File: config.mk
export PLATFORM = sky130hd
export DESIGN_NAME = cmp_share_arbiter_flat
export DESIGN_NICKNAME = d
export VERILOG_FILES = /design/src/rtl/cmp_share_pkg.sv /design/src/rtl/cmp_share_arbiter_if.sv /design/src/rtl/mag_cmp.sv /design/src/rtl/cmp_share_arbiter.sv /design/src/flat_wrapper.sv
export SDC_FILE = /design/constraint.sdc
export NUM_CORES = 1
export LEC_CHECK = 0
export ABC_AREA = 1
export CAP_MARGIN = 15
export CORE_MARGIN = 3
export CORE_UTILIZATION = 45
export DETAILED_ROUTE_END_ITERATION = 10
export PLACE_DENSITY = 0.78
export SKIP_CTS_REPAIR_TIMING = 1
export SYNTH_ARGS = -nofsm -noshare
export SYNTH_HDL_FRONTEND = slang
export SYNTH_SLANG_ARGS = --single-unit
File: constraint.sdc
create_clock -name clk -period 3.5 [get_ports clk]
set_input_delay 0.525 -clock clk [delete_from_list [all_inputs] [get_ports clk]]
set_output_delay 0.525 -clock clk [all_outputs]
set_load 0.05 [all_outputs]
File: src/rtl/cmp_share_pkg.sv
// Shared types and constants for the compare-sharing arbiter.
package cmp_share_pkg;

    localparam int W_DEF    = 4;
    localparam int NREQ_DEF = 4;
    localparam int ID_W     = 3;

    typedef enum logic [1:0] {
        IDLE = 2'd0,
        CMP  = 2'd1,
        RESP = 2'd2
    } state_t;

endpackage

File: src/rtl/cmp_share_arbiter_if.sv
// Request/response bundle between requesters, consumer and the arbiter.
interface cmp_share_arbiter_if #(
    parameter int W    = 4,
    parameter int NREQ = 4
);
    import cmp_share_pkg::*;

    logic [NREQ-1:0]   req_valid;
    logic [NREQ*W-1:0] req_x;
    logic [NREQ*W-1:0] req_y;
    logic [NREQ-1:0]   req_ready;
    logic              resp_valid;
    logic              resp_ready;
    logic [ID_W-1:0]   resp_id;
    logic              resp_lt;
    logic              resp_eq;
    logic              resp_gt;
    logic              busy;

    modport master (
        output req_valid, req_x, req_y, resp_ready,
        input  req_ready, resp_valid, resp_id, resp_lt, resp_eq, resp_gt, busy
    );

    modport slave (
        input  req_valid, req_x, req_y, resp_ready,
        output req_ready, resp_valid, resp_id, resp_lt, resp_eq, resp_gt, busy
    );

endinterface

File: src/rtl/mag_cmp.sv
// Unsigned W-bit magnitude comparator, purely combinational.
module mag_cmp #(
    parameter int W = 4
) (
    input  logic [W-1:0] x,
    input  logic [W-1:0] y,
    output logic         lt,
    output logic         eq,
    output logic         gt
);

    assign lt = (x < y);
    assign eq = (x == y);
    assign gt = (x > y);

endmodule

File: src/rtl/cmp_share_arbiter.sv
// Round-robin arbiter sharing one magnitude comparator among NREQ requesters.
// Optional macro CMP_SHARE_STATS_EN adds an 8-bit saturating handshake counter.
module cmp_share_arbiter
    import cmp_share_pkg::*;
#(
    parameter int W    = W_DEF,
    parameter int NREQ = NREQ_DEF
) (
    input  logic               clk,
    input  logic               rst,
    cmp_share_arbiter_if.slave bus
`ifdef CMP_SHARE_STATS_EN
    ,
    output logic [7:0]         cmp_count
`endif
);

    state_t            r_state;
    state_t            w_state_nxt;
    logic [ID_W-1:0]   r_ptr;
    logic [ID_W-1:0]   r_sel;
    logic [ID_W-1:0]   r_id;
    logic [W-1:0]      r_x;
    logic [W-1:0]      r_y;
    logic              r_lt;
    logic              r_eq;
    logic              r_gt;

    logic [2*NREQ-1:0] w_dbl;
    logic [NREQ-1:0]   w_grant;
    logic [ID_W-1:0]   w_gidx;
    logic              w_any;
    logic              w_accept;
    logic [W-1:0]      w_x_sel;
    logic [W-1:0]      w_y_sel;
    logic              w_lt;
    logic              w_eq;
    logic              w_gt;
    logic              w_resp_valid;

    function automatic logic [ID_W-1:0] wrap_add(input logic [ID_W-1:0] base, input int off);
        int s;
        s = int'(base) + off;
        if (s >= NREQ) s = s - NREQ;
        return ID_W'(s);
    endfunction

    // Rotate requests so bit 0 is the pointer position; first set bit wins.
    always_comb begin
        w_dbl  = {bus.req_valid, bus.req_valid} >> r_ptr;
        w_gidx = '0;
        w_any  = 1'b0;
        for (int k = 0; k < NREQ; k++) begin
            if (!w_any && w_dbl[k]) begin
                w_gidx = wrap_add(r_ptr, k);
                w_any  = 1'b1;
            end
        end
        w_grant = w_any ? (NREQ'(1) << w_gidx) : '0;
    end

    assign w_accept = (r_state == IDLE) && w_any;
    assign w_x_sel  = W'(bus.req_x >> (int'(w_gidx) * W));
    assign w_y_sel  = W'(bus.req_y >> (int'(w_gidx) * W));

    always_comb begin
        w_state_nxt = r_state;
        unique case (r_state)
            IDLE:    if (w_any) w_state_nxt = CMP;
            CMP:     w_state_nxt = RESP;
            RESP:    if (bus.resp_ready) w_state_nxt = IDLE;
            default: w_state_nxt = IDLE;
        endcase
    end

    mag_cmp #(
        .W (W)
    ) u_mag_cmp (
        .x  (r_x),
        .y  (r_y),
        .lt (w_lt),
        .eq (w_eq),
        .gt (w_gt)
    );

    always_ff @(posedge clk or posedge rst) begin
        if (rst) begin
            r_state <= IDLE;
            r_ptr   <= '0;
            r_sel   <= '0;
            r_id    <= '0;
            r_x     <= '0;
            r_y     <= '0;
            r_lt    <= 1'b0;
            r_eq    <= 1'b0;
            r_gt    <= 1'b0;
        end else begin
            r_state <= w_state_nxt;
            if (w_accept) begin
                r_ptr <= wrap_add(w_gidx, 1);
                r_sel <= w_gidx;
                r_x   <= w_x_sel;
                r_y   <= w_y_sel;
            end
            if (r_state == CMP) begin
                r_lt <= w_lt;
                r_eq <= w_eq;
                r_gt <= w_gt;
                r_id <= r_sel;
            end
        end
    end

    assign w_resp_valid   = (r_state == RESP);
    // Gate with rst so the strobe drops the instant reset asserts.
    assign bus.req_ready  = ((r_state == IDLE) && !rst) ? w_grant : '0;
    assign bus.resp_valid = w_resp_valid;
    assign bus.resp_id    = r_id;
    assign bus.resp_lt    = r_lt;
    assign bus.resp_eq    = r_eq;
    assign bus.resp_gt    = r_gt;
    assign bus.busy       = (r_state != IDLE);

`ifdef CMP_SHARE_STATS_EN
    logic [7:0] r_cmp_count;

    always_ff @(posedge clk or posedge rst) begin
        if (rst) begin
            r_cmp_count <= '0;
        end else if (w_resp_valid && bus.resp_ready && (r_cmp_count != 8'hFF)) begin
            r_cmp_count <= r_cmp_count + 8'd1;
        end
    end

    assign cmp_count = r_cmp_count;
`endif

endmodule

File: src/flat_wrapper.sv
// flat-port wrapper written by rule: the top's interface ports become plain ports
module cmp_share_arbiter_flat import cmp_share_pkg::*;
#(
    parameter int W    = W_DEF,
    parameter int NREQ = NREQ_DEF
)
  (clk, rst, bus_req_valid, bus_req_x, bus_req_y, bus_resp_ready, bus_req_ready, bus_resp_valid, bus_resp_id, bus_resp_lt, bus_resp_eq, bus_resp_gt, bus_busy);
  cmp_share_arbiter_if #(.W(W), .NREQ(NREQ)) bus_i ();
  input  logic clk;
  input  logic rst;
  input wire logic [$bits(bus_i.req_valid)-1:0] bus_req_valid;
  input wire logic [$bits(bus_i.req_x)-1:0] bus_req_x;
  input wire logic [$bits(bus_i.req_y)-1:0] bus_req_y;
  input wire logic [$bits(bus_i.resp_ready)-1:0] bus_resp_ready;
  output wire logic [$bits(bus_i.req_ready)-1:0] bus_req_ready;
  output wire logic [$bits(bus_i.resp_valid)-1:0] bus_resp_valid;
  output wire logic [$bits(bus_i.resp_id)-1:0] bus_resp_id;
  output wire logic [$bits(bus_i.resp_lt)-1:0] bus_resp_lt;
  output wire logic [$bits(bus_i.resp_eq)-1:0] bus_resp_eq;
  output wire logic [$bits(bus_i.resp_gt)-1:0] bus_resp_gt;
  output wire logic [$bits(bus_i.busy)-1:0] bus_busy;
  assign bus_i.req_valid = bus_req_valid;
  assign bus_i.req_x = bus_req_x;
  assign bus_i.req_y = bus_req_y;
  assign bus_i.resp_ready = bus_resp_ready;
  assign bus_req_ready = bus_i.req_ready;
  assign bus_resp_valid = bus_i.resp_valid;
  assign bus_resp_id = bus_i.resp_id;
  assign bus_resp_lt = bus_i.resp_lt;
  assign bus_resp_eq = bus_i.resp_eq;
  assign bus_resp_gt = bus_i.resp_gt;
  assign bus_busy = bus_i.busy;
  cmp_share_arbiter #(.W(W), .NREQ(NREQ)) u_core (.clk(clk), .rst(rst), .bus(bus_i));
endmodule
==> flow_summary.ini <==
[worst_setup_path]
path_class = input port to primary output
reg2regPathDepth = 15
worstPathRequired_ns = 2.97
path_cells = clkdlybuf4s50_1 -> inv_1 -> nand2_1 -> nand3_2 -> nand2_4 -> nor2_1 -> nor2_2 -> nand2_4 -> nand2_4 -> inv_2 -> nand2_1 -> inv_1 -> ha_1 -> nand2_1 -> nor2_1 -> buf_4
regToRegSetupSlack_ns = 1.51
crit_fanout = 20
endpoint = bus_req_ready[3]
slowest_delay_ns = 0.46
startpoint = bus_req_valid[3]
cp_data_arrival_time_ns = 2.64
r2r-start = u_core.r_ptr[0]
endpoint_kind = primary output
slowest_stage = clkdlybuf4s50_1
r2r_end = u_core.r_x[0]
start_kind = input port

[cells_and_area]
drive_above_1_share_pct = 12.0
seqCellArea_um2 = 551
n_fill_cell = 319
areaGrowthSynthToFinish_pct = 34.8
multi_input_comb_area_um2 = 905
nets = 337
antenna_cells = 0
fin_area_um2 = 2160
final_cells = 337

[place]
place.gp.congestion = 0.821
hpwl_um = 2800
io_buffers = 50
dpl.cell_count = 333
dpl_cell_area_um2 = 2120

[timing]
fmax_mhz = 316
rsz0062_at_grt = no
fin_skew_ns = 0.00905
slew_violations = 0
fin_crit_ns = 3.17
fin_crit_sh_pct = 90.6
hold_violations = 0
fin_setup_tns_ns = 0
setup-violations-final = 0

[yosys]
synth_common_cells = nand2_1, nand3_1, dfrtp_1
syn_nets = 286
yosysMostFrequentCell = nand2_1
yosysWarnings = 0
synth.largest_area_cell = dfrtp_1
synthCells = 241
synth_flop_cell = dfrtp_1
synth_seq_cells = 22
netlist_top_cells_area = dfrtp_1, nand2_1, nand3_1
postSynthAreaPerCell_um2 = 6.65
synth_edf_count = 0
yosysSeqAreaShare_pct = 34.4
syn_area_um2 = 1600
synthArstFlopShare_pct = 100
synth.top_cell.area_share_pct = 34.4
synth.distinct_cells = 26

[clocking]
cts.sinks = 22
cts_made_buffers = 3
cts_buffer_depth = 2
clk_latency_ns = 0.30
root_buffer = clkbuf_4
h-tree-depth = 1
cts_tree = done
clk_pin_slew_ns = 0.11

[power]
power_mw = 2.23
p_leak_nw = 1.15
sw_frac_of_total_pct = 55.4
seq_power_share_pct = 19.5
pwr-share-clk_pct = 6.0
power.switching_mw = 1.24
ir_worst_vdd_mv = 0.868
combPwrFrac_pct = 74.5
p_int_mw = 0.997
powerDensity_nw_per_um2 = 1040

[floorplanning]
initial_core_util_pct = 47.2
ios = 51
die_w_um = 65.7
die_h_um = 65.7
rows = 21
design.die.area_um2 = 4310
core_um2 = 3390

[drt]
drt-met1-wl_um = 1610
vias = 1584
met3RoutedLength_um = 178
drc_errors = 0
via_per_inst = 4.70
wl_um = 3480
routedWlPerCell_um = 10.3
wl_met2_um = 1700
detail-route-antenna-nets = 0
drt_first_pass_iters = 4
drt_iter0_drc = 60
dr.max_layer_used = met3

[global_route]
grt_overflow = 0
grt_pass1_wl_um = 5880
grt_max_degree = 21
grt_antenna_before_repair = 0
grt_use_total_pct = 16.8
grt_pass1_vias = 1426

[hold_path]
holdCritPathClass = flop to flop

[job]
drv_cap = 0

[run_status]
status = complete, no violations
-- logic make-up (layout without fill, tap and decap cells) --
group	after synthesis	in the layout	share of synthesized area [%]
flops	22	22	34.4
compound gates	11	11	3.98
buf+inv	30	80	9.14
other cells	1	1	0.234
simple gates	171	171	47.6
fa+ha+maj	6	6	4.69
-- registers in the layout, summed over array words and instances (netlist names) --
register and cells:
u_core.bus.resp_gt 1, u_core.bus.resp_lt 1, u_core.r_sel 3, u_core.r_y 4, u_core.r_x 4, u_core.r_ptr 3
u_core.bus.resp_eq 1, u_core.r_state 2, u_core.bus.resp_id 3
-- worst min-delay path by stage --
stage / end / startpoint / cells past startpoint / slack, ns
after CTS: u_core.bus.resp_id[0] / u_core.r_sel[0] / 2 / 0.49
after floorplan: u_core.bus.resp_id[1] / u_core.r_sel[1] / 2 / 0.44
after global placement: u_core.bus.resp_id[0] / u_core.r_sel[0] / 2 / 0.45
after detailed placement: u_core.bus.resp_gt / u_core.bus.resp_gt / 2 / 0.47
final: u_core.bus.resp_id[0] / u_core.r_sel[0] / 2 / 0.49
after global routing: u_core.bus.resp_id[0] / u_core.bus.resp_id[0] / 2 / 0.51
-- per-layer routing --
metal | vias to the layer above | global-route usage (%)
li1 | 842 | -
met2 | 49 | 27.5
met1 | 693 | 23.2
met5 | - | 0
met3 | 0 | 1.71
met4 | 0 | 5.18
-- power by group through the flow --
| stage | sequential [mW] | combinational (mW) | clock [mW] |
|---|---|---|---|
| floorplan | 0.497 | 1.29 | 0 |
| detailed placement | 0.441 | 1.67 | 0 |
| global route | 0.448 | 1.90 | 0.147 |
| global placement | 0.438 | 1.65 | 0 |
| CTS | 0.436 | 1.67 | 0.139 |
| finish | 0.435 | 1.67 | 0.134 |
-- stage by stage --
| stage | utilization, % | hold WS, ns | worst slack [ns] |
|---|---|---|---|
| 4_1_cts | 63.7 | 0.495 | 0.321 |
| 5_1_grt | 63.7 | 0.510 | 0.0918 |
| 2_1_floorplan | - | 0.442 | 0.548 |
| 6_report | 63.7 | 0.489 | 0.330 |
| 3_3_place_gp | 62.6 | 0.455 | 0.324 |
| 3_5_place_dp | 62.6 | 0.466 | 0.329 |
-- layout by cell type, fill, tap and decap left out, drive strengths merged, types with 4 or more instances in the layout --
| cell type | n |
|---|---|
| buf | 9 |
| clkbuf | 4 |
| clkdlybuf4s50 | 46 |
| dfrtp | 22 |
| ha | 6 |
| inv | 21 |
| nand2 | 127 |
| nand3 | 28 |
| nor2 | 13 |
| o21ai | 7 |
-- critical path: cells and delay by family --
kind                     cells  cell delay [ns]
buffers and inverters        5             0.88
adder cells (fa/ha/maj)      1             0.14
AND/OR/NAND/NOR             10             1.08
-- cell type report --
| cell class | count | share of cell area [%] |
|---|---|---|
| tap | 46 | 2.67 |
| inverter | 21 | 3.77 |
| clock buffer | 4 | 1.68 |
| sequential | 22 | 25.5 |
| timing repair buffer | 55 | 24.5 |
| multi-input combinational | 189 | 41.9 |
No activity file was read; power rests on OpenSTA's default activity.
